[config.mk]
export PLATFORM = sky130hd
export DESIGN_NAME = pulse_gen_multi
export DESIGN_NICKNAME = d
export VERILOG_FILES = /design/src/rtl/pulse_gen_pkg.sv /design/src/rtl/pulse_gen_ch.sv /design/src/rtl/pulse_gen_multi.sv
export SDC_FILE = /design/constraint.sdc
export NUM_CORES = 1
export LEC_CHECK = 0
export CORE_UTILIZATION = 53
export DETAILED_ROUTE_END_ITERATION = 10
export PLACE_DENSITY = 0.83
export RECOVER_POWER = 25
export SYNTH_ARGS = -nofsm -noshare
export SYNTH_HDL_FRONTEND = slang
export SYNTH_SLANG_ARGS = --single-unit
[constraint.sdc]
create_clock -name clk -period 2.6 [get_ports clk]
set_clock_uncertainty 0.15 [all_clocks]
set_input_delay 0.78 -clock clk [delete_from_list [all_inputs] [get_ports clk]]
set_output_delay 0.78 -clock clk [all_outputs]
set_load 0.02 [all_outputs]
[src/rtl/pulse_gen_pkg.sv]
// Shared types for the multi-channel pulse generator.
package pulse_gen_pkg;

    typedef enum logic [1:0] {
        ONESHOT  = 2'b00,
        RETRIG   = 2'b01,
        PERIODIC = 2'b10,
        RSVD     = 2'b11
    } pg_mode_e;

    typedef enum logic [1:0] {
        IDLE = 2'b00,
        HIGH = 2'b01,
        LOW  = 2'b10
    } pg_state_e;

    localparam int PG_MODE_W = 2;

endpackage

[src/rtl/pulse_gen_ch.sv]
// One pulse generator channel: trigger edge detect, three-state FSM and
// down-counter that times both the HIGH and LOW phases.
//
// state | meaning
// ------+---------------------------------------------------------------
// IDLE  | waiting for a trigger event; outputs low
// HIGH  | pulse_out asserted, cnt counts down the remaining high cycles
// LOW   | periodic mode only: low half of the period, cnt counts it down
module pulse_gen_ch
    import pulse_gen_pkg::*;
#(
    parameter int CNT_WIDTH = 8,
    parameter int EDGE_TRIG = 1
) (
    input  logic                 clk,
    input  logic                 reset_n,
    input  logic [CNT_WIDTH-1:0] cfg_len,
    input  logic [PG_MODE_W-1:0] cfg_mode,
    input  logic                 trig,
    input  logic                 stop,
    output logic                 pulse_out,
    output logic                 busy,
    output logic                 done
);

    pg_state_e            state_q, state_d;
    pg_mode_e             mode_q, mode_d;
    logic [CNT_WIDTH-1:0] cnt_q, cnt_d;
    logic [CNT_WIDTH-1:0] len_q, len_d;
    logic                 trig_q;
    logic                 ev;
    logic                 done_d;

    // trig_q resets high so a trigger held across reset release is not an edge
    assign ev = (EDGE_TRIG != 0) ? (trig & ~trig_q) : trig;

    // State, counter, snapshot and registered outputs
    always_ff @(posedge clk or negedge reset_n) begin
        if (!reset_n) begin
            state_q   <= IDLE;
            mode_q    <= ONESHOT;
            cnt_q     <= '0;
            len_q     <= '0;
            trig_q    <= 1'b1;
            pulse_out <= 1'b0;
            busy      <= 1'b0;
            done      <= 1'b0;
        end else begin
            state_q   <= state_d;
            mode_q    <= mode_d;
            cnt_q     <= cnt_d;
            len_q     <= len_d;
            trig_q    <= trig;
            pulse_out <= (state_d == HIGH);
            busy      <= (state_d != IDLE);
            done      <= done_d;
        end
    end

    // Next-state logic; stop overrides events and natural completion
    always_comb begin
        state_d = state_q;
        mode_d  = mode_q;
        cnt_d   = cnt_q;
        len_d   = len_q;
        done_d  = 1'b0;
        if (stop) begin
            state_d = IDLE;
            cnt_d   = '0;
        end else begin
            case (state_q)
                IDLE: begin
                    // A zero-length request is dropped silently
                    if (ev && (cfg_len != '0)) begin
                        state_d = HIGH;
                        cnt_d   = cfg_len - CNT_WIDTH'(1);
                        len_d   = cfg_len;
                        mode_d  = pg_mode_e'(cfg_mode);
                    end
                end
                HIGH: begin
                    if (ev && (mode_q == RETRIG)) begin
                        cnt_d = len_q - CNT_WIDTH'(1);
                    end else if (cnt_q == '0) begin
                        if (mode_q == PERIODIC) begin
                            state_d = LOW;
                            cnt_d   = len_q - CNT_WIDTH'(1);
                        end else begin
                            state_d = IDLE;
                            done_d  = 1'b1;
                        end
                    end else begin
                        cnt_d = cnt_q - CNT_WIDTH'(1);
                    end
                end
                LOW: begin
                    if (cnt_q == '0) begin
                        state_d = HIGH;
                        cnt_d   = len_q - CNT_WIDTH'(1);
                    end else begin
                        cnt_d = cnt_q - CNT_WIDTH'(1);
                    end
                end
                default: begin
                    state_d = IDLE;
                    cnt_d   = '0;
                end
            endcase
        end
    end

endmodule

[src/rtl/pulse_gen_multi.sv]
// Multi-channel pulse generator: slices the configuration and control
// buses and hands each slice to an independent channel.
module pulse_gen_multi
    import pulse_gen_pkg::*;
#(
    parameter int N_CH      = 4,
    parameter int CNT_WIDTH = 8,
    parameter int EDGE_TRIG = 1
) (
    input  logic                      clk,
    input  logic                      reset_n,
    input  logic [N_CH*CNT_WIDTH-1:0] cfg_len,
    input  logic [N_CH*PG_MODE_W-1:0] cfg_mode,
    input  logic [N_CH-1:0]           trig,
    input  logic [N_CH-1:0]           stop,
    output logic [N_CH-1:0]           pulse_out,
    output logic [N_CH-1:0]           busy,
    output logic [N_CH-1:0]           done
);

    for (genvar i = 0; i < N_CH; i++) begin : g_ch
        pulse_gen_ch #(
            .CNT_WIDTH (CNT_WIDTH),
            .EDGE_TRIG (EDGE_TRIG)
        ) u_ch (
            .clk       (clk),
            .reset_n   (reset_n),
            .cfg_len   (cfg_len[i*CNT_WIDTH +: CNT_WIDTH]),
            .cfg_mode  (cfg_mode[i*PG_MODE_W +: PG_MODE_W]),
            .trig      (trig[i]),
            .stop      (stop[i]),
            .pulse_out (pulse_out[i]),
            .busy      (busy[i]),
            .done      (done[i])
        );
    end

endmodule

==> metrics, run 1 <==
sequential-to-total area share from yosys stat 38.09%; Crit. End Element register; Tightest Hold Check Type reg -> reg; Avg WL per Cell 16.94 um; # clock sinks 96; routability cong. 0.9323; final setup vio count 0; max-slew violation count 0; DRT antenna net count 0; worst-path maximum fanout 4; CP startpoint kind input pin; Final Hold Viols 0; DRT Pass-1 Iters 8; period utilization 98.27%; Mapped Area 6320 sq um; die span in x 111.2 um; CP top delay family compound AO/OA/AOI/OAI gates; Unique masters post-synth 79; Syn-to-layout area delta 34.39%; largest net degree at the start of global routing 38; ant diodes 0; Synth Register Bits 96; clock-pin transition on the worst setup and hold timing paths 0.06 ns; Post-Syn Instances 683; layout cells sized above 1 30.12%; syn avg cell area 9.253 sq um; area occupied by multi-input gates 3896 sq um; Sw Ratio 37.50%; combinational share of power 46.2%; sequential share of power 33.0%; slowest cell on the critical path or4_4; number of I/O port buffers 61; grt ovf 0; P_sw 2478 uW; failing checks design-rule violations; Clk Latency, worst-skew pair 0.36 ns; number of DRC markers in iteration 0 399; # placed instances 976; Max-Cap Viols 0; # IOs 62; clock share of power 20.8%; cell type with the largest total area after synthesis dfrtp_1; Die ar. 12360 sq um; WL final 16990 um; dpl hpwl 12220 um; peak supply drop 0.3502 mV; Post-synth EDFFs 0; Layout fillers 787; Pint 4130 uW; CTS tree yes; gr usage total 27.67%; main flop type after synthesis dfrtp_1; synthesized net count 749; initial core utilization 54.88%; die height 111.2 um; status complete, but fails checks; fin nets 921; Power per Cell Area 778.1 nW/um^2; Synth Warn # 0; Clock Tree Buf Depth 2; core area 11520 sq um; CP bufs+invs 1; Slew @ Worst Pin 0.8966 ns; FF+latch area 2407 sq um; slew margin rel. 40.23%; DRC errors left 10; Via Count 5978; vias in the first global route 5981; cts bufs inserted 9; CP arrival 2.65 ns; minimum clock period 2.555 ns; Rows 39; Synth top area share 36.43%; ys async rst share 100.0%; ranking of synthesized cells by area dfrtp_1 (36%), mux2_2 (5.3%), nand2_1 (3.8%); static leakage 0.003795 uW; fin cells 1003; initial antenna violation count 0; first-pass GRT wire length 27860 um; routed vias/inst 5.960; Peak Freq 0.3914 GHz; RSZ-0062 raised after global routing true; H-tree depth 3; critical path's largest stage delay 0.46 ns; Hold WS 0.3623 ns; Clock Tree Root clkbuf_16; critical path class in -> reg; critical-path cell list clkdlybuf4s50_1 > or4_4 > o211a_1 > a211o_1 > o21bai_2 > a22o_1; CP required 2.69 ns; hold_buf cts 0
## worst min-delay path: stages (launching register included)
cell and delay, ns:
dfrtp_1 0.37, nand2_1 0.06, nand2_1 0.06
## routing by layer
| metal | global-route usage [%] | wire length (um) |
|---|---|---|
| met3 | 3.991 | 814 |
| met1 | 34.43 | 7207 |
| met4 | 13.69 | 391 |
| met5 | 0 | 0 |
| met2 | 47.00 | 8573 |
## placed cells by master (no fill, tap or decap), drive strengths merged, types with 8 or more instances in the layout
cell type	instances
buf	129
dfrtp	92
nand2	64
nor2	55
o21ai	46
clkdlybuf4s50	42
inv	32
mux2	31
xnor2	27
xor2	26
a21oi	21
nor3	19
clkbuf	17
ha	16
nand2b	15
nor4	13
nor2b	12
a22o	12
or3	12
o22ai	11
o221ai	11
nand3	10
dlygate4sd2	9
o31ai	9
or4	9
nor3b	8
or2	8
## state kept, by name (all words and copies together), names as in the netlist
register / count
g_ch.u_ch.trig_q: 4
g_ch.u_ch.busy: 4
g_ch.u_ch.state_q: 8
g_ch.u_ch.len_q: 32
g_ch.u_ch.mode_q: 8
g_ch.u_ch.cnt_q: 32
g_ch.u_ch.done: 4
g_ch.u_ch.pulse_out: 4
## metrics by stage
step	setup slack, ns	utilization [%]	cell area [sq um]	total power (uW)	setup TNS, ns
after floorplan	0.01002	-	6335	3933	0
after global placement	-0.8102	68.36	7873	4817	-30.68
after detailed placement	-0.9590	68.36	7873	4938	-35.25
after CTS	0.001222	72.38	8335	6420	0
after global routing	-0.04756	73.75	8493	6971	-0.1884
final	0.04490	73.75	8493	6608	0
## synthesized netlist by cell type (4+ instances only)
library cell,count
nand2b_1,15
o21ai_0,46
nor2b_1,12
ha_1,16
mux2i_1,4
nand3_1,10
dfstp_2,4
inv_1,32
a21o_1,5
dfrtp_1,92
mux2_2,30
nor4b_1,4
or3b_2,4
xor2_1,26
or2_2,6
xnor2_1,27
nor2_1,53
or4_1,8
clkbuf_1,11
buf_4,12
a31oi_1,6
o211ai_1,4
o221ai_1,11
a22o_1,12
o22ai_1,11
nor3b_1,8
o31ai_1,9
nand4bb_1,4
nand2_1,64
nor3_1,19
nor4_1,13
or3_1,9
a21oi_1,20
## logic make-up after synthesis
logic type                 share of synthesized area [%]
AOI/OAI and AO/OA                                  18.29
xor gates and xnor gates                           7.345
adders and majority gates                          3.168
buffers and inverters                              4.653
DFF                                                38.09
muxes                                              6.216
and+or+nand+nor                                    22.23
## area by class of cell
type / instances / area share (%)
Multi-Input combinational cell: 525 / 45.88
Sequential cell: 96 / 28.34
Timing Repair Buffer: 191 / 18.72
Clock buffer: 13 / 3.064
Tap cell: 143 / 2.107
Inverter: 32 / 1.414
Clock inverter: 3 / 0.4714
## what timing repair did
action,in CTS,in global routing
buffers inserted,6,4
setup endpoints to repair,51,44
gates resized for setup,45,46
cloned,1,0
pin swaps,12,11
## worst paths after layout
| path | slack (ns) | startpoint | depth (start not counted) | to |
|---|---|---|---|---|
| worst max register to register | 0.09 | g_ch[1].u_ch.cnt_q[1]$_DFFE_PN0P_ | 7 | g_ch[1].u_ch.cnt_q[3]$_DFFE_PN0P_ |
| worst min-delay path | 0.36 | g_ch[1].u_ch.cnt_q[1]$_DFFE_PN0P_ | 2 | g_ch[1].u_ch.cnt_q[1]$_DFFE_PN0P_ |
| min in group asynchronous | 0.39 | reset_n | 1 | g_ch[0].u_ch.len_q[0]$_DFFE_PN0P_ |
| worst max-delay path | 0.04 | cfg_len[2] | 6 | g_ch[0].u_ch.cnt_q[5]$_DFFE_PN0P_ |
| worst min register to register | 0.36 | g_ch[1].u_ch.cnt_q[1]$_DFFE_PN0P_ | 2 | g_ch[1].u_ch.cnt_q[1]$_DFFE_PN0P_ |
| max in group asynchronous | 0.69 | reset_n | 2 | g_ch[1].u_ch.mode_q[1]$_DFFE_PN0P_ |
## power by group through the flow
stage | logic, uW | registers [uW] | clock network, uW
2_1_floorplan | 1850 | 2080 | 0
3_5_place_dp | 2760 | 2180 | 0
3_3_place_gp | 2670 | 2150 | 0
5_1_grt | 3320 | 2220 | 1430
4_1_cts | 2870 | 2160 | 1390
6_report | 3050 | 2180 | 1370
No activity file was read; power rests on OpenSTA's default activity.
==> run 2, diff against run 1 <==
--- a/config.mk
+++ b/config.mk
@@ -5,6 +5,7 @@
 export SDC_FILE = /design/constraint.sdc
 export NUM_CORES = 1
 export LEC_CHECK = 0
+export CORE_MARGIN = 2
 export CORE_UTILIZATION = 53
 export DETAILED_ROUTE_END_ITERATION = 10
 export PLACE_DENSITY = 0.83
==> constraint.sdc (replaced) <==
create_clock -name clk -period 2.2 [get_ports clk]
set_clock_uncertainty 0.15 [all_clocks]
set_input_delay 0.66 -clock clk [delete_from_list [all_inputs] [get_ports clk]]
set_output_delay 0.66 -clock clk [all_outputs]
set_load 0.02 [all_outputs]
==> run 2 against run 1 <==
Compared with the run above:
- the flow finishes with violations (design-rule violations, negative setup slack)
- critical path depth increased by 3
- clock power increased by 21%
- via count increased by 15%
- first-iteration DRC count increased by 86%
- sequential share of layout area decreased by 3.5 points
- non-clock buffer count increased by 74
- routed wire length increased by 33%
==> metrics, run 2 (synthesis results as in run 1) <==
number of I/O port buffers 61; max layer used met4; initial antenna violation count 0; CP bufs+invs 2; critical-path cell list inv_1 > ha_2 > or4b_4 > or3_4 > a21boi_4 > buf_6 > o32ai_1 > o21ai_1 > nand3_1; Via Count 6897; vias in the first global route 6861; # clock sinks 96; WL met3 1573 um; number of DRC markers in iteration 0 744; combinational share of power 55.3%; critical path class reg -> reg; max-slew violation count 0; DRT Pass-1 Iters 8; cts bufs inserted 9; clock share of power 17.7%; # IOs 62; WL final 22560 um; DRT antenna net count 0; # placed instances 1022; Rows 39; most frequent cells in the layout buf_4 (181), dfrtp_1 (92), nand2_1 (55); Final Hold Viols 0; layout cells sized above 1 44.49%; grt ovf 0; RSZ-0062 raised after global routing true; die span in x 113.2 um; first-pass GRT wire length 33000 um; biggest regs g_ch.u_ch.cnt_q x32, g_ch.u_ch.len_q x32; CP top delay family simple AND/OR/NAND/NOR gates; static leakage 0.004316 uW; gr usage total 31.94%; slew margin rel. 42.11%; fin cells 1078; most common cell after layout, fill and taps aside buf_4; Crit. End Element register; fin nets 996; Max-Cap Viols 0; slowest cell on the critical path or4b_4; Sw Ratio 40.29%; clock-pin transition on the worst setup and hold timing paths 0.08 ns; Clock Tree Buf Depth 2; die height 113.2 um; H-tree depth 3; Clk Latency, worst-skew pair 0.36 ns; critical path's largest stage delay 0.52 ns; M1 WL 8607 um; Post-Place Worst Slack -0.8674 ns; post-layout util 84.04%; Slew @ Worst Pin 0.8683 ns; Hold WS 0.2619 ns; failing checks design-rule violations, negative setup slack; CP required 2.35 ns; status complete, but fails checks; P_sw 3768 uW; DRC errors left 3; ant diodes 0; crit path from g_ch[1].u_ch.cnt_q[0]$_DFFE_PN0P_; CP arrival 2.74 ns; dpl hpwl 13490 um; Tightest Hold Check Type in -> async; CTS tree yes; Syn-to-layout area delta 53.14%; met2 routed WL 11050 um; Power Total 9352 uW; CP startpoint kind register; Avg WL per Cell 20.92 um; worst-path maximum fanout 5; Clock Tree Root clkbuf_16; final setup vio count 28; minimum clock period 2.594 ns; largest net degree at the start of global routing 32; routability cong. 0.9211; core area 11520 sq um; period utilization 117.9%; Die ar. 12810 sq um; Power per Cell Area 966.3 nW/um^2; Worst Reg-to-Reg Cells 9; reg-to-reg slack, setup -0.39 ns; routed vias/inst 6.398; peak supply drop 0.5791 mV; final setup margin -0.3942 ns; hold_buf cts 0; sequential share of power 26.9%; Pint 5585 uW; RR Startpoint g_ch[1].u_ch.cnt_q[0]$_DFFE_PN0P_; RR Endpoint g_ch[1].u_ch.cnt_q[7]$_DFFE_PN0P_; Peak Freq 0.3855 GHz; initial core utilization 54.88%
## run 2: routing by layer
metal | vias to the layer above | GRT usage, %
met4 | 0 | 16.26
met1 | 3328 | 37.70
met5 | - | 0
li1 | 2998 | -
met3 | 150 | 3.964
met2 | 421 | 57.13
## run 2: what timing repair did
action | 4_1_cts | 5_1_grt
endpoints found under the setup margin | 75 | 50
setup buffers | 21 | 17
cloned | 3 | 0
pin swaps | 43 | 32
gates resized for setup | 160 | 76
## run 2: power groups by stage
stage               Combinational [uW]  Clock [uW]  Sequential [uW]
global placement                  3700           0             2470
detailed placement                3840           0             2500
finish                            5180        1660             2520
CTS                               4360        1650             2480
floorplan                         2310           0             2470
global route                      5440        1720             2560
## run 2: final cells by class
cell class | instances | area [sq um]
multi-input cells | 526 | 4479
flip-flops and latches | 96 | 2407
clock inverters | 7 | 77.57
inverters | 32 | 137.6
clock buffers | 9 | 225.2
fillers | 605 | 1838
well taps | 143 | 178.9
repair buffers | 265 | 2172
## run 2: through the flow
step	area (sq um)	TNS, ns
finish	9678	-4.516
detailed placement	8423	-48.91
floorplan	6561	-4.061
global route	9678	-5.950
CTS	9220	-2.781
global placement	8423	-45.76
## run 2: worst max-delay path by stage
stage	to	cells after the start	slack, ns
floorplan	g_ch[1].u_ch.cnt_q[5]$_DFFE_PN0P_	9	-0.31
CTS	g_ch[1].u_ch.cnt_q[3]$_DFFE_PN0P_	9	-0.23
finish	g_ch[1].u_ch.cnt_q[7]$_DFFE_PN0P_	9	-0.39
global route	g_ch[1].u_ch.cnt_q[7]$_DFFE_PN0P_	9	-0.43
detailed placement	g_ch[2].u_ch.cnt_q[7]$_DFFE_PN0P_	7	-0.87
global placement	g_ch[2].u_ch.cnt_q[7]$_DFFE_PN0P_	7	-0.84
==> run 3, diff against run 2 <==
--- a/config.mk
+++ b/config.mk
@@ -5,6 +5,7 @@
 export SDC_FILE = /design/constraint.sdc
 export NUM_CORES = 1
 export LEC_CHECK = 0
+export CAP_MARGIN = 20
 export CORE_MARGIN = 2
 export CORE_UTILIZATION = 53
 export DETAILED_ROUTE_END_ITERATION = 10
@@ -13,3 +14,4 @@
 export SYNTH_ARGS = -nofsm -noshare
 export SYNTH_HDL_FRONTEND = slang
 export SYNTH_SLANG_ARGS = --single-unit
+export TNS_END_PERCENT = 50
==> run 3 against run 2 <==
Compared with the run above:
- the run still ends with design-rule violations, negative setup slack left
- register-to-register slack better by 0.04 ns
- die area unchanged
- sequential power about the same
- critical path depth unchanged
- cell area down 2.8%
- combinational power down 6.0%
- clock power about the same
- final cell count down 0.74%
- non-clock buffer count down 7
- first-iteration DRC count down 3.8%
- critical path type unchanged
==> metrics, run 3 (synthesis results as in run 1) <==
# clock sinks 96; CP bufs+invs 2; dpl hpwl 13590 um; routed vias/inst 6.486; number of DRC markers in iteration 0 716; initial antenna violation count 0; slew margin rel. 11.45%; combinational share of power 53.9%; hold_buf cts 0; setup TNS -5.138 ns; die height 113.2 um; Syn-to-layout area delta 48.78%; fin cells 1070; Power Total 9038 uW; critical path class reg -> reg; most frequent CP cell or2_4; period utilization 116.0%; clock-pin transition on the worst setup and hold timing paths 0.07 ns; grt ovf 0; Clock Tree Buf Depth 2; H-tree depth 3; Via Count 6940; most frequent cells in the layout buf_4 (181), dfrtp_1 (92), nand2_1 (63); DRC errors left 3; Pint 5448 uW; static leakage 0.004187 uW; CP arrival 2.64 ns; HP Start g_ch[0].u_ch.len_q[7]$_DFFE_PN0P_; routability cong. 0.9271; Worst Reg-to-Reg Cells 9; sequential share of power 28.0%; status complete, but fails checks; Avg WL per Cell 20.91 um; Worst Hold Path Cells 1; clock share of power 18.1%; number of I/O port buffers 61; critical path's largest stage delay 0.51 ns; first-pass GRT wire length 33000 um; critical-path cell list inv_1 > ha_2 > or4b_4 > or2_4 > mux2_4 > or2_4 > buf_6 > nand4_1 > nand3_1; CTS tree yes; CP startpoint kind register; Hold WS 0.3876 ns; Peak Freq 0.3918 GHz; Tightest Hold Check Type reg -> reg; CP top delay family simple AND/OR/NAND/NOR gates; fin nets 988; initial core utilization 54.88%; RSZ-0062 raised after global routing true; DRT Pass-1 Iters 10; WL final 22370 um; minimum clock period 2.553 ns; peak supply drop 0.4898 mV; Final Hold Viols 0; worst-path maximum fanout 5; RR Startpoint g_ch[1].u_ch.cnt_q[1]$_DFFE_PN0P_; Die ar. 12810 sq um; final setup vio count 31; vias in the first global route 6675; Crit. End Element register; cts bufs inserted 9; failing checks design-rule violations, negative setup slack; Max-Cap Viols 0; gr usage total 32.16%; Clk Latency, worst-skew pair 0.36 ns; final setup margin -0.3526 ns; Sw Ratio 39.71%; # placed instances 1015; # IOs 62; RR Endpoint g_ch[1].u_ch.cnt_q[7]$_DFFE_PN0P_; die span in x 113.2 um; max-slew violation count 0; DRT antenna net count 0; core area 11520 sq um; reg-to-reg slack, setup -0.35 ns; P_sw 3589 uW; CP required 2.29 ns; Slew @ Worst Pin 1.328 ns; Power per Cell Area 961.2 nW/um^2; biggest regs g_ch.u_ch.cnt_q x32, g_ch.u_ch.len_q x32; Rows 39; layout cells sized above 1 42.18%; largest net degree at the start of global routing 34; most common cell after layout, fill and taps aside buf_4; Worst Hold End g_ch[0].u_ch.len_q[7]$_DFFE_PN0P_; Clock Tree Root clkbuf_16; slowest cell on the critical path or4b_4; ant diodes 0
==> run 3: final cells by class <==
class | instances | area, sq um
clock buffers | 11 | 242.7
well taps | 143 | 178.9
fillers | 639 | 2113
flip-flops and latches | 96 | 2407
repair buffers | 258 | 2076
multi-input cells | 525 | 4304
inverters | 32 | 137.6
clock inverters | 5 | 56.30
==> run 3: how the worst max path moves through the flow <==
stage	from	to	slack, ns	cells past startpoint
floorplan	g_ch[1].u_ch.cnt_q[0]$_DFFE_PN0P_	g_ch[1].u_ch.cnt_q[5]$_DFFE_PN0P_	-0.31	9
global placement	cfg_len[0]	g_ch[0].u_ch.cnt_q[7]$_DFFE_PN0P_	-0.75	8
detailed placement	cfg_len[25]	g_ch[3].u_ch.len_q[2]$_DFFE_PN0P_	-0.80	7
CTS	g_ch[1].u_ch.cnt_q[1]$_DFFE_PN0P_	g_ch[1].u_ch.cnt_q[5]$_DFFE_PN0P_	-0.31	8
global route	g_ch[1].u_ch.cnt_q[0]$_DFFE_PN0P_	g_ch[1].u_ch.cnt_q[7]$_DFFE_PN0P_	-0.40	9
finish	g_ch[1].u_ch.cnt_q[1]$_DFFE_PN0P_	g_ch[1].u_ch.cnt_q[7]$_DFFE_PN0P_	-0.35	9
==> run 3: layer usage <==
metal | GRT usage, % | vias up | part of all wire, %
met5 | 0 | - | 0
met1 | 38.24 | 3317 | 37
met2 | 56.41 | 480 | 48
met4 | 16.26 | 0 | 6.5
li1 | - | 2979 | -
met3 | 5.035 | 164 | 7.9
==> run 3: repair_timing <==
item,in CTS,in global routing
gates resized for setup,130,73
setup buffers,24,14
endpoints found under the setup margin,75,44
pin swaps,40,38
cloned,2,0
==> run 3: power by group through the flow <==
stage	clock network, uW	registers [uW]	logic, uW
after floorplan	0	2470	2300
after global placement	0	2480	3640
after detailed placement	0	2510	3780
after CTS	1640	2490	4190
after global routing	1710	2570	5140
final	1640	2530	4870
==> run 3: stage by stage <==
stage,util [%],setup WS [ns],cell area [sq um]
3_5_place_dp,72.63,-0.7999,8364
5_1_grt,81.65,-0.4013,9403
3_3_place_gp,72.63,-0.7499,8364
4_1_cts,78.50,-0.3092,9040
6_report,81.65,-0.3526,9403
2_1_floorplan,-,-0.3095,6554
==> run 3: worst reg2reg max path, cell delays in order, from the launching register on <==
cell	delay, ns
dfrtp_1	0.39
inv_1	0.07
ha_2	0.17
or4b_4	0.51
or2_4	0.26
mux2_4	0.30
or2_4	0.25
buf_6	0.13
nand4_1	0.10
nand3_1	0.09
==> RTL edit 1: new RTL, config.mk and constraints of run 3 <==
Change the parameter `N_CH` from 4 to 3.
--- a/src/rtl/pulse_gen_multi.sv
+++ b/src/rtl/pulse_gen_multi.sv
@@ -4,5 +4,5 @@
     import pulse_gen_pkg::*;
 #(
-    parameter int N_CH      = 4,
+    parameter int N_CH      = 3,
     parameter int CNT_WIDTH = 8,
     parameter int EDGE_TRIG = 1
Interface: changed (7 resized); port bits go from 62 to 47. No check against the original RTL was run, so the function may have changed too.
==> RTL edit 1 against run 3 <==
The run ends with setup timing left. Synthesized area shrank 24%. Synthesized cell count shrank 23%. Total power shrank 38%. Final area shrank 26%. Utilization shrank 2.7 points. Routed wire length shrank 32%. Count of clock-buffer cells in the layout is the same. Setup slack gained 0.22 ns. Sequential cell count shrank 24. Critical endpoint is now g_ch[0].u_ch.cnt_q[3]. Largest cell class unchanged.
==> RTL edit 1: results <==
<?xml version="1.0" encoding="UTF-8"?>
<metrics>
  <group name="outcome">
    <metric name="outcome" unit="">finished with violations</metric>
    <metric name="violations" unit="">setup timing</metric>
  </group>
  <group name="layout">
    <metric name="nets" unit="">746</metric>
    <metric name="final.signal_inverter_count" unit="">28</metric>
    <metric name="fin_cells" unit="">807</metric>
    <metric name="sequential_cell_area" unit="mm2">0.00181</metric>
    <metric name="signal_buffers" unit="">182</metric>
    <metric name="reg_top3" unit="">g_ch.u_ch.cnt_q x24, g_ch.u_ch.len_q x24</metric>
    <metric name="nFillCells" unit="">546</metric>
  </group>
  <group name="synth">
    <metric name="seq_area_frac_synth" unit="%">37.4</metric>
    <metric name="synth_mux_area_share" unit="%">6.63</metric>
    <metric name="synth_common_cells" unit="">69 x sky130_fd_sc_hd__dfrtp_1, 47 x sky130_fd_sc_hd__nor2_1, 44 x sky130_fd_sc_hd__nand2_1</metric>
    <metric name="xor_and_xnor_area_share_after_synthesis" unit="%">6.71</metric>
    <metric name="synth_area_leaders" unit="">sky130_fd_sc_hd__dfrtp_1 36%, sky130_fd_sc_hd__xnor2_1 4.4%, sky130_fd_sc_hd__nor2_1 3.7%</metric>
    <metric name="adder_cell_fraction_of_synth_area" unit="%">3.11</metric>
    <metric name="ys_types" unit="">78</metric>
    <metric name="syn-num-nets" unit="">576</metric>
  </group>
  <group name="clock_network">
    <metric name="cts_setup_buffers" unit="">9</metric>
    <metric name="cts_resized" unit="">83</metric>
  </group>
  <group name="power_and_ir_drop">
    <metric name="power.combinational.fraction" unit="%">49.0</metric>
    <metric name="max-vdd-ir-drop" unit="uV">469</metric>
  </group>
  <group name="floorplanning">
    <metric name="dieWidth" unit="um">99.4</metric>
  </group>
  <group name="placement">
    <metric name="placed_cells" unit="">781</metric>
  </group>
  <group name="worst_setup_path">
    <metric name="ff2ff_path_depth" unit="">6</metric>
    <metric name="cpPeakStageDelay" unit="ns">0.54</metric>
    <metric name="critical_path.reg2reg.startpoint" unit="">g_ch[0].u_ch.cnt_q[3]</metric>
  </group>
  <group name="global_routing">
    <metric name="grt.total_usage" unit="%">29.6</metric>
    <metric name="grt_pass1_vias" unit="">4982</metric>
  </group>
  <group name="min_path">
    <metric name="class_of_the_most_critical_hold_timing_path" unit="">primary input to asynchronous set/reset pin</metric>
  </group>
  <group name="route">
    <metric name="first_iter_violations" unit="">386</metric>
  </group>
  <group name="sta">
    <metric name="final_ws_setup" unit="ns">-0.128</metric>
    <metric name="report.final.setup_viol" unit="">9</metric>
  </group>
</metrics>
RTL edit 1: changes by cell type after synthesis, sizes merged, moves of 7 or more:
cell / before / now
dfrtp: 92 / 69
mux2: 31 / 24
nand2: 64 / 44
nand2b: 15 / 5
nor2: 55 / 48
o221ai: 11 / 3
or3: 12 / 4
xor2: 26 / 13
RTL edit 1: through the flow:
step	setup TNS (ns)	utilization [%]	setup slack [ns]	cell area, um2	power [mW]
finish	-0.507	79.0	-0.128	6920	5.62
global route	-1.75	79.0	-0.175	6920	5.90
CTS	-3.37	76.9	-0.192	6740	5.37
detailed placement	-42.68	71.9	-0.881	6300	4.22
global placement	-39.26	71.9	-0.783	6300	4.14
floorplan	-4.59	-	-0.214	4910	3.26
RTL edit 1: per-layer routing:
layer | part of all wire, % | track usage [%] | wire length, um
met1 | 40 | 36.7 | 6070
met2 | 50 | 50.8 | 7530
met3 | 6.4 | 4.78 | 968
met4 | 4.0 | 13.6 | 605
met5 | 0 | 0 | 0
==> RTL edit 2: new RTL, config.mk and constraints of run 3 <==
Without the edit above. The 3 states of `pg_state_e` get a one-hot encoding in 3 bits.
--- a/src/rtl/pulse_gen_pkg.sv
+++ b/src/rtl/pulse_gen_pkg.sv
@@ -9,8 +9,8 @@
     } pg_mode_e;
 
-    typedef enum logic [1:0] {
-        IDLE = 2'b00,
-        HIGH = 2'b01,
-        LOW  = 2'b10
+    typedef enum logic [2:0] {
+        IDLE = 3'b001,
+        HIGH = 3'b010,
+        LOW  = 3'b100
     } pg_state_e;
 
Function: no difference found for any inputs over 4 cycles, from zero or initial values and one cycle with reset_n low; so few cycles prove little.
==> RTL edit 2 against run 3 <==
The run ends with capacitance limit, setup timing left. Critical path type unchanged. Final cell count shrank 3.9%. Fmax grew 8.8%. Critical path depth shrank 2. Final area grew 0.32%. Routed wire length shrank 11%. Sequential cell count grew 4. Synthesized area grew 3.1%. Highest routed layer unchanged. Setup slack gained 0.21 ns. Sequential share of layout area grew 1.0 points.
Power is not compared: it rests on default switching activity, and its combinational part moved more than twofold at a synthesized area within 25%.
==> RTL edit 2: results <==
<?xml version="1.0" encoding="UTF-8"?>
<metrics>
  <group name="outcome">
    <metric name="outcome" unit="">finished with violations</metric>
    <metric name="violations" unit="">capacitance limit, setup timing</metric>
  </group>
  <group name="global_routing">
    <metric name="grt.total_usage" unit="%">29.2</metric>
    <metric name="grt_pass1_vias" unit="">6437</metric>
    <metric name="grt_pass1_wl" unit="um">31000</metric>
    <metric name="grt_start_max_net_pins" unit="">43</metric>
  </group>
  <group name="layout">
    <metric name="drive_above_1_share" unit="%">40.7</metric>
    <metric name="nets" unit="">942</metric>
    <metric name="nFillCells" unit="">696</metric>
    <metric name="reg_top3" unit="">g_ch.u_ch.cnt_q x32, g_ch.u_ch.len_q x32, g_ch.u_ch.state_q x12</metric>
  </group>
  <group name="sta">
    <metric name="tightestPinTransition" unit="ns">1.50</metric>
    <metric name="final_ws_setup" unit="ns">-0.147</metric>
    <metric name="report.final.setup_viol" unit="">21</metric>
    <metric name="hold_viol_final" unit="">0</metric>
  </group>
  <group name="placement">
    <metric name="detailedPlacementHpwl" unit="um">12800</metric>
    <metric name="gp_congestion" unit="">0.966</metric>
    <metric name="postPlaceCellArea" unit="mm2">0.00837</metric>
  </group>
  <group name="route">
    <metric name="first_iter_violations" unit="">634</metric>
    <metric name="routedWlPerCell" unit="um">19.3</metric>
    <metric name="detail_route.first_pass.iterations" unit="">5</metric>
    <metric name="avgViaCountPerCell" unit="">6.25</metric>
  </group>
  <group name="worst_setup_path">
    <metric name="crit_slowest_cell" unit="">sky130_fd_sc_hd__or4_4</metric>
    <metric name="cp.buffers_inverters" unit="">1</metric>
    <metric name="ff2ff_path_depth" unit="">7</metric>
    <metric name="crit_fanout" unit="">2</metric>
    <metric name="arrival" unit="ns">2.48</metric>
    <metric name="cpPeakStageDelay" unit="ns">0.46</metric>
  </group>
  <group name="synth">
    <metric name="synth_common_cells" unit="">92 x sky130_fd_sc_hd__dfrtp_1, 46 x sky130_fd_sc_hd__inv_1, 30 x sky130_fd_sc_hd__nand2_1, 30 x sky130_fd_sc_hd__nor2_1, 29 x sky130_fd_sc_hd__xnor2_1</metric>
    <metric name="synth_area_leaders" unit="">sky130_fd_sc_hd__dfrtp_1 35%, sky130_fd_sc_hd__mux2_2 4.7%, sky130_fd_sc_hd__xnor2_1 3.9%</metric>
    <metric name="seq_area_frac_synth" unit="%">38.6</metric>
    <metric name="async_s_r_ff_share_synth" unit="%">100</metric>
    <metric name="syn-num-nets" unit="">729</metric>
    <metric name="ys_types" unit="">73</metric>
  </group>
  <group name="run">
    <metric name="max_cap_violation_count" unit="">1</metric>
  </group>
  <group name="min_path">
    <metric name="class_of_the_most_critical_hold_timing_path" unit="">register to register</metric>
  </group>
  <group name="power_and_ir_drop">
    <metric name="p_leak" unit="nW">4.14</metric>
  </group>
  <group name="clock_network">
    <metric name="clkLatencyLatePin" unit="ns">0.36</metric>
  </group>
</metrics>
RTL edit 2: final cells by class:
cell class / count / area [um2] / share of cell area [%]
multi-input cells: 489 / 4310 / 45.7
flip-flops and latches: 100 / 2510 / 26.6
repair buffers: 229 / 1890 / 20.0
clock buffers: 10 / 229 / 2.43
well taps: 147 / 184 / 1.95
inverters: 47 / 176 / 1.87
clock inverters: 6 / 134 / 1.42
RTL edit 2: worst paths after layout:
path,start,to,slack [ns]
max in group asynchronous,reset_n,g_ch[1].u_ch.state_q[2],0.42
min in group asynchronous,reset_n,g_ch[0].u_ch.len_q[7],0.50
hold reg to reg,g_ch[3].u_ch.len_q[7],g_ch[3].u_ch.len_q[7],0.39
hold / removal,g_ch[3].u_ch.len_q[7],g_ch[3].u_ch.len_q[7],0.39
setup reg to reg,g_ch[0].u_ch.len_q[1],g_ch[0].u_ch.cnt_q[6],-0.15
setup / recovery,g_ch[0].u_ch.len_q[1],g_ch[0].u_ch.cnt_q[6],-0.15
RTL edit 2: routing by layer:
layer | share of wire, % | GRT usage [%]
met1 | 40 | 37.3
met4 | 2.9 | 12.1
met5 | 0 | 0
met3 | 5.4 | 3.53
met2 | 51 | 50.3
RTL edit 2: logic make-up (layout without fill, tap and decap cells):
family	count (synthesis)	in the layout	synth area share (%)
mux	32	32	5.51
simple gates	217	220	20.1
compound gates	171	171	20.6
flops	100	100	38.6
fa+ha+maj	16	16	3.07
xor+xnor	50	50	6.72
buf+inv	77	292	5.49
RTL edit 2: power breakdown:
group / internal [mW] / switching (mW) / total (mW)
clock network: 1.23 / 0.745 / 1.98
registers: 2.08 / 0.277 / 2.36
logic: 1.17 / 1.08 / 2.25
total: 4.48 / 2.10 / 6.58
RTL edit 2: repair_timing:
| item | 4_1_cts | 5_1_grt |
|---|---|---|
| endpoints found under the setup margin | 88 | 79 |
| pin swaps | 37 | 38 |
| endpoints found under the hold margin | 0 | 0 |
| cloned | 2 | 1 |
| setup buffers | 19 | 9 |
| resized for setup | 124 | 81 |
RTL edit 2: per-stage QoR:
stage / setup slack (ns) / TNS [ns] / total power [mW] / cells
2_1_floorplan: -0.336 / -8.70 / 3.41 / 663
3_3_place_gp: -0.738 / -54.97 / 4.12 / 984
3_5_place_dp: -0.813 / -59.06 / 4.22 / 984
4_1_cts: -0.146 / -1.54 / 6.34 / 1020
5_1_grt: -0.208 / -2.76 / 6.84 / 1028
6_report: -0.147 / -1.23 / 6.58 / 1028
